$ cat config.mk
export PLATFORM = sky130hd
export DESIGN_NAME = sprite_regs
export DESIGN_NICKNAME = d
export VERILOG_FILES = /design/src/rtl/sprite_regs.sv
export SDC_FILE = /design/constraint.sdc
export NUM_CORES = 1
export LEC_CHECK = 0
export CELL_PAD_IN_SITES_DETAIL_PLACEMENT = 1
export CELL_PAD_IN_SITES_GLOBAL_PLACEMENT = 1
export CORE_ASPECT_RATIO = 1.25
export CORE_MARGIN = 5
export CORE_UTILIZATION = 45
export CTS_BUF_LIST = sky130_fd_sc_hd__clkbuf_2
export CTS_CLUSTER_SIZE = 25
export DETAILED_ROUTE_END_ITERATION = 6
export PLACE_DENSITY_LB_ADDON = 0.3
export RECOVER_POWER = 100
export SETUP_SLACK_MARGIN = 0.15
export SLEW_MARGIN = 20
export SYNTH_ARGS = -nofsm -noshare
export SYNTH_HDL_FRONTEND = slang
export SYNTH_SLANG_ARGS = --single-unit
export TNS_END_PERCENT = 30
$ cat constraint.sdc
create_clock -name clk -period 1.91 [get_ports clk]
set_input_delay 0.4775 -clock clk [delete_from_list [all_inputs] [get_ports clk]]
set_output_delay 0.4775 -clock clk [all_outputs]
set_load 0.02 [all_outputs]
$ cat src/rtl/sprite_regs.sv
// Sprite attribute register block for the console bus.
// The bus initiator writes shadow copies of per-sprite X/Y/ATTR bytes.
// Each vertical-sync rise commits the shadows to the active registers
// that feed the renderers, so a frame never shows a half-updated sprite.
// The block also keeps a read-to-clear frame flag and a free-running
// frame counter for software pacing.
module sprite_regs #(
   parameter int NSPR = 4
) (
   input  logic                  clk,
   input  logic                  reset,
   input  logic [11:0]           addr,
   input  logic                  we,
   input  logic                  oe,
   input  logic [7:0]            di,
   output logic [7:0]            dout,
   input  logic                  vsync,
   output logic [8*NSPR-1:0]     spr_x,
   output logic [7*NSPR-1:0]     spr_y,
   output logic [4*NSPR-1:0]     spr_color,
   output logic [NSPR-1:0]       spr_en,
   output logic                  frame_irq
);

   localparam logic [4:0] OFF_STATUS   = 5'h10;
   localparam logic [4:0] OFF_FRAMECNT = 5'h11;
   localparam logic [4:0] OFF_CTRL     = 5'h12;

   // Shadow registers (bus side)
   logic [7:0] x_sh_q     [NSPR];
   logic [7:0] x_sh_d     [NSPR];
   logic [6:0] y_sh_q     [NSPR];
   logic [6:0] y_sh_d     [NSPR];
   logic [3:0] color_sh_q [NSPR];
   logic [3:0] color_sh_d [NSPR];
   logic       en_sh_q    [NSPR];
   logic       en_sh_d    [NSPR];

   // Active registers (renderer side)
   logic [7:0] x_act_q     [NSPR];
   logic [7:0] x_act_d     [NSPR];
   logic [6:0] y_act_q     [NSPR];
   logic [6:0] y_act_d     [NSPR];
   logic [3:0] color_act_q [NSPR];
   logic [3:0] color_act_d [NSPR];
   logic       en_act_q    [NSPR];
   logic       en_act_d    [NSPR];

   // Control, status and read path
   logic       ctrl_q, ctrl_d;
   logic       flag_q, flag_d;
   logic [7:0] framecnt_q, framecnt_d;
   logic [7:0] dout_q, dout_d;
   logic [7:0] rd_data;

   // vsync synchronizer, edge detector and post-reset arming
   logic       sync1_q, sync1_d;
   logic       sync2_q, sync2_d;
   logic       dly_q, dly_d;
   logic [1:0] settle_q, settle_d;
   logic       armed_q, armed_d;
   logic       rise;

   logic [4:0] off;
   logic [1:0] spr_idx;
   logic       rd_en;
   logic       unused_addr;

   assign off         = addr[4:0];
   assign spr_idx     = addr[3:2];
   assign rd_en       = oe & ~we;
   assign unused_addr = ^addr[11:5];

   // Read multiplexer: sprite offsets return shadow values, unused bits read 0
   always_comb begin
      rd_data = 8'h00;
      if (!off[4]) begin
         case (off[1:0])
            2'd0:    rd_data = x_sh_q[spr_idx];
            2'd1:    rd_data = {1'b0, y_sh_q[spr_idx]};
            2'd2:    rd_data = {en_sh_q[spr_idx], 3'b000, color_sh_q[spr_idx]};
            default: rd_data = 8'h00;
         endcase
      end else begin
         case (off)
            OFF_STATUS:   rd_data = {7'h00, flag_q};
            OFF_FRAMECNT: rd_data = framecnt_q;
            OFF_CTRL:     rd_data = {7'h00, ctrl_q};
            default:      rd_data = 8'h00;
         endcase
      end
   end

   // Next-state logic: bus writes, read-clear of the flag, and the vsync commit.
   // A vsync that is already high when reset releases must not count as a rise,
   // so detection is armed only once the settled synchronizer has been seen low.
   always_comb begin
      x_sh_d      = x_sh_q;
      y_sh_d      = y_sh_q;
      color_sh_d  = color_sh_q;
      en_sh_d     = en_sh_q;
      x_act_d     = x_act_q;
      y_act_d     = y_act_q;
      color_act_d = color_act_q;
      en_act_d    = en_act_q;
      ctrl_d      = ctrl_q;
      flag_d      = flag_q;
      framecnt_d  = framecnt_q;

      sync1_d  = vsync;
      sync2_d  = sync1_q;
      dly_d    = sync2_q;
      settle_d = (settle_q == 2'd2) ? settle_q : settle_q + 2'd1;
      armed_d  = armed_q | ((settle_q == 2'd2) & ~sync2_q);
      rise     = sync2_q & ~dly_q & armed_q;

      if (we) begin
         if (!off[4]) begin
            case (off[1:0])
               2'd0: x_sh_d[spr_idx] = di;
               2'd1: y_sh_d[spr_idx] = di[6:0];
               2'd2: begin
                  en_sh_d[spr_idx]    = di[7];
                  color_sh_d[spr_idx] = di[3:0];
               end
               default: ;
            endcase
         end else if (off == OFF_CTRL) begin
            ctrl_d = di[0];
         end
      end

      if (rd_en && off == OFF_STATUS) begin
         flag_d = 1'b0;
      end

      dout_d = rd_en ? rd_data : 8'h00;

      if (rise) begin
         flag_d     = 1'b1;
         framecnt_d = framecnt_q + 8'd1;
         if (ctrl_q) begin
            x_act_d     = x_sh_q;
            y_act_d     = y_sh_q;
            color_act_d = color_sh_q;
            en_act_d    = en_sh_q;
         end
      end
   end

   // State registers with asynchronous active-low clear
   always_ff @(posedge clk or negedge reset) begin
      if (!reset) begin
         for (int i = 0; i < NSPR; i++) begin
            x_sh_q[i]      <= 8'h00;
            y_sh_q[i]      <= 7'h00;
            color_sh_q[i]  <= 4'h0;
            en_sh_q[i]     <= 1'b0;
            x_act_q[i]     <= 8'h00;
            y_act_q[i]     <= 7'h00;
            color_act_q[i] <= 4'h0;
            en_act_q[i]    <= 1'b0;
         end
         ctrl_q     <= 1'b1;
         flag_q     <= 1'b0;
         framecnt_q <= 8'h00;
         dout_q     <= 8'h00;
         sync1_q    <= 1'b0;
         sync2_q    <= 1'b0;
         dly_q      <= 1'b0;
         settle_q   <= 2'd0;
         armed_q    <= 1'b0;
      end else begin
         x_sh_q      <= x_sh_d;
         y_sh_q      <= y_sh_d;
         color_sh_q  <= color_sh_d;
         en_sh_q     <= en_sh_d;
         x_act_q     <= x_act_d;
         y_act_q     <= y_act_d;
         color_act_q <= color_act_d;
         en_act_q    <= en_act_d;
         ctrl_q      <= ctrl_d;
         flag_q      <= flag_d;
         framecnt_q  <= framecnt_d;
         dout_q      <= dout_d;
         sync1_q     <= sync1_d;
         sync2_q     <= sync2_d;
         dly_q       <= dly_d;
         settle_q    <= settle_d;
         armed_q     <= armed_d;
      end
   end

   // Pack the active registers onto the flat renderer buses
   always_comb begin
      spr_x     = '0;
      spr_y     = '0;
      spr_color = '0;
      spr_en    = '0;
      for (int i = 0; i < NSPR; i++) begin
         spr_x[8*i +: 8]     = x_act_q[i];
         spr_y[7*i +: 7]     = y_act_q[i];
         spr_color[4*i +: 4] = color_act_q[i];
         spr_en[i]           = en_act_q[i];
      end
   end

   assign dout      = dout_q;
   assign frame_irq = flag_q;

endmodule

* After elaboration in Yosys (flattened, before gate mapping)
Cells that the tools add are included. Widths: inputs -> output; s select.
Cells by class: bitwise operators 10, add/subtract/negate cells 2, reductions and logical operators 9, equal/unequal tests 6, order comparisons 2, muxes and demuxes 30
Operator list (count):
- $pmux 8 s3 | 2
- $mux 8 | 5
- $bwmux 32 | 1
- $bwmux 28 | 1
- $mux 7 | 3
- $bmux 8 s2 | 1
- $bwmux 16 | 1
- $demux 8 s2 | 1
- $eq 5x5->1 const B | 3
- $bmux 7 s2 | 1
- $demux 7 s2 | 1
- $mux 4 | 3
- $reduce_and 3->1 | 4
- $add 8x1->8 const B | 1
- $bmux 4 s2 | 1
- $demux 4 s2 | 1
- $mux 1 | 5
- $and 1x1->1 | 4
- $bwmux 4 | 1
- $eq 2x2->1 const B | 2
- $not 1->1 | 4
- $ge 3x3->1 const B | 1
- $lt 3x1->1 const B | 1
- $not 2->3 | 1
- other kinds (9) | 10
Storage, ports and cells: bits of input ports 25, output and inout bits 89, word-level logic and storage cells 100, register bits after elaboration 184

* Logic depth before layout (Yosys ltp)
depth after elaboration 7, mapped depth 7, mapped depth without buffers 4

* Worst setup path after synthesis
OpenSTA, ideal clock, no wires.
kind input port to flip-flop, start input addr[4], end register y_sh_q[6] (netlist bit), stages on the path 7, path slack 0.036 ns, data arrival time 1.749 ns, buffers on the path 3, cell sequence buf_2 nor2_1 and3_1 buf_2 and3_1 buf_2 mux2_2
On the way: word-level cells in the longest chain between the ends 2
RTL lines:
- start, declared | RTL line 12 | input logic [11:0] addr,
- $not 1->1 (no line)
- $reduce_and 3->1 (no line)
- end signal, assigned | RTL line 175 | y_sh_q <= y_sh_d;
- end, declared | RTL line 32 | logic [6:0] y_sh_q [NSPR];
Every way passes these cells. A chain may end at the register's enable or synchronous reset.

* Worst setup path in the final report
start input addr[2], end register y_sh_q[3] (netlist bit)
On the way: word-level cells in the longest chain between the ends 6, elaborated cells on any way between the ends 7
RTL lines:
- $not 2->3 (not written as such) (*) | RTL line 121 | 2'd1: y_sh_d[spr_idx] = di[6:0];
- $ge 3x3->1 (not written as such) / $lt 3x1->1 (equally long branches) | RTL line 121
- $logic_and 1x1->1 (not written as such) | RTL line 121
- $mux 7 (not written as such) | RTL line 121
- $demux 7 s2 (*) | RTL line 121
- $bwmux 28 (*) | RTL line 121
Mark *: on every way between the ends. The rest lies on a longest branch, timed or not.

==> results_dict.tcl <==
set metrics [dict create \
    crit_path_start_kind "primary input" \
    synthesis.nets 528 \
    rsz0062_at_grt "true" \
    synth_cells 501 \
    wl_per_cell_um 21.5 \
    initial_core_util_pct 45.5 \
    max_freq_ghz 0.521 \
    row_count 53 \
    drc_errors 0 \
    grt_pass1_vias 5392 \
    crit_arrival_ns 2.56 \
    nets 686 \
    htreeDepth 4 \
    finalInstanceArea_um2 9560 \
    worst_slew_pin_slew_ns 1.17 \
    synth_ff_type "dfrtp_1" \
    cts-root-buf "clkbuf_2" \
    ant_nets 0 \
    max_cap_viol_count 0 \
    avgSynthCellArea_um2 15.2 \
    setup_ws_ns -0.00845 \
    fillCellCount 1673 \
    io_buffer_count 106 \
    drv_slew 0 \
    p_seq_share_pct 49.8 \
    violations "setup timing" \
    grt_usage_pct 20.4 \
    core_area_um2 16800 \
    drtIter0Drc 211 \
    p_leak_nw 4.60 \
    vdd_drop_max_uv 645 \
    syn_to_final_growth_pct 25.2 \
    finalSetupViolations 1 \
    crit_type "in2reg" \
    die-area_um2 19700 \
    crit_path_end_kind "register" \
    hold_viol_final 0 \
    via_count 4722 \
    ioPinCount 114 \
    finClkSkew_ns 0.0280 \
    async_flop_share_pct 100 \
    swShare_pct 33.2 \
    numCtsBuffers 17 \
    drtPass1Iterations 4 \
    grt_first_pass_wirelength_um 30800 \
    clk_latency_ns 0.75 \
    clk_pin_slew_ns 0.23 \
    ys_ff_latch 184 \
    routed_wl_um 19200 \
    overflow 0 \
    maxSlewHeadroom_pct 21.7 \
    synth-edff-count 0 \
    yosysWarnings 0 \
    grt_max_degree 56 \
    period_share_pct 100 \
    finalCriticalPeriod_ns 1.92 \
    status "finished, violations left" \
    dieHeight_um 156 \
    internal-power_mw 7.70 \
    critPathRequiredTime_ns 2.55 \
    tritoncts "built" \
    fp.dieW_um 127 \
    p_total_mw 11.5 \
    crit_fanout 9 \
    layout-drive-gt1-share_pct 51.8 \
    yosys.cell_types.count 38 \
    place.gp.congestion 0.919 \
    cts.sinks 184 \
    placed_cell_area_um2 9300 \
    clk_path_buf_depth 2 \
    pwr-share-comb_pct 34.1 \
    via_per_inst 5.29 \
    pwr_density_cell_nw_per_um2 1210 \
    hpwl_um 14200 \
    syn-cell-area_um2 7640 \
    grt_antenna_before_repair 1 \
    worstHoldPathType "in2reg" \
    ys_seq_area_share_pct 60.3 \
    p_sw_mw 3.82 \
    clkPwrFrac_pct 16.1 \
]
[repair_timing]
| action | CTS | global route |
|---|---|---|
| setup endpoints to repair | 89 | 89 |
| hold endpoints to repair | 164 | 0 |
| hold buffers | 1 | 0 |
| resized for setup | 512 | 20 |
| setup buffers | 12 | 2 |
[flip-flops by register name, indices dropped and copies added, names as in the netlist]
signal	cells
ctrl_q	1
y_sh_q	28
settle_q	2
spr_color	16
en_sh_q	4
x_sh_q	32
dly_d	1
spr_en	4
framecnt_q	8
frame_irq	1
spr_x	32
dly_q	1
armed_q	1
spr_y	28
color_sh_q	16
sync1_q	1
dout	8
[per-stage QoR]
stage / setup TNS, ns / hold slack (ns) / instances / util [%] / setup WS [ns]
after floorplan: 0 / 0.182 / 501 / - / 0.138
after global placement: -21.05 / 0.334 / 845 / 55.4 / -0.395
after detailed placement: -23.52 / 0.354 / 845 / 55.4 / -0.455
after CTS: -0.179 / 0.0399 / 890 / 57.6 / -0.0240
after global routing: -1.89 / 0.159 / 893 / 57.0 / -0.0644
final: -0.00845 / 0.268 / 893 / 57.0 / -0.00845
[synth_stat cells (2+ instances only)]
library cell | n | share of area, %
dfrtp_1 | 183 | 60
mux2_2 | 168 | 25
nand2_1 | 25 | 1.2
buf_2 | 20 | 1.3
mux4_2 | 12 | 3.5
mux2_1 | 7 | 1.0
nor2_1 | 7 | 0.34
o22ai_1 | 7 | 0.57
xnor2_1 | 7 | 0.80
and3_1 | 6 | 0.49
mux2i_1 | 6 | 0.79
o31ai_1 | 6 | 0.59
clkbuf_1 | 5 | 0.25
nand2b_1 | 5 | 0.41
nor2b_1 | 4 | 0.33
inv_1 | 3 | 0.15
nand4_1 | 3 | 0.25
a21oi_1 | 2 | 0.13
a32oi_1 | 2 | 0.23
ha_1 | 2 | 0.33
nand3_1 | 2 | 0.13
nor3_2 | 2 | 0.26
o21ai_0 | 2 | 0.13
[layout make-up]
type	count	area, um2	area share (%)
Antenna cell	1	2.50	0.0262
Timing Repair Buffer	166	1560	16.3
Multi-Input combinational cell	287	2890	30.2
Tap cell	220	275	2.88
Clock buffer	17	85.1	0.890
Inverter	3	11.3	0.118
Clock inverter	15	134	1.40
Sequential cell	184	4610	48.2
[per-layer routing]
metal | global-route usage, % | up-vias | wire, um
met4 | 5.83 | 0 | 342
met5 | 0 | - | 0
met1 | 24.6 | 2462 | 7720
met2 | 37.1 | 107 | 10500
li1 | - | 2135 | -
met3 | 4.11 | 18 | 636
[final timing paths]
kind,slack [ns],cells past startpoint,from,endpoint
setup / recovery,-0.008,6,addr[2],y_sh_q[3]
hold / removal,0.27,1,vsync,sync1_q
setup reg to reg,0.11,4,dly_d,spr_x[12]
hold reg to reg,0.39,0,sync1_q,dly_d
max in group asynchronous,0.30,3,reset,y_sh_q[24]
min in group asynchronous,0.45,2,reset,color_sh_q[2]
[critical path, stage by stage]
cell             delay (ns)
clkdlybuf4s50_1        0.46
clkbuf_1               0.37
clkbuf_1               0.46
and3_1                 0.29
buf_4                  0.17
mux2_1                 0.33
[logic make-up (layout without fill, tap and decap cells)]
kind of cell,Yosys count,in the layout,synth area share (%)
muxes,193,193,30.1
DFF,184,184,60.3
and+or+nand+nor,60,60,4.11
buffers and inverters,30,201,1.90
AOI/OAI and AO/OA,24,24,2.31
xor gates and xnor gates,8,8,0.917
adders and majority gates,2,2,0.328
other,0,1,0
[placed cells by master, fill, tap and decap left out, drive strengths merged, types with 7 or more instances in the layout]
master	count
buf	129
clkbuf	38
clkdlybuf4s50	13
clkinv	10
dfrtp	183
mux2	175
mux4	12
nand2	25
nor2	7
o22ai	7
xnor2	7
[power by group through the flow]
stage / logic, mW / clock network (mW) / registers (mW)
2_1_floorplan: 1.24 / 0 / 6.23
3_3_place_gp: 3.64 / 0 / 5.65
3_5_place_dp: 3.75 / 0 / 5.73
4_1_cts: 3.93 / 1.93 / 5.74
5_1_grt: 4.17 / 2.10 / 5.88
6_report: 3.93 / 1.85 / 5.74
(Power assumes the default switching activity.)
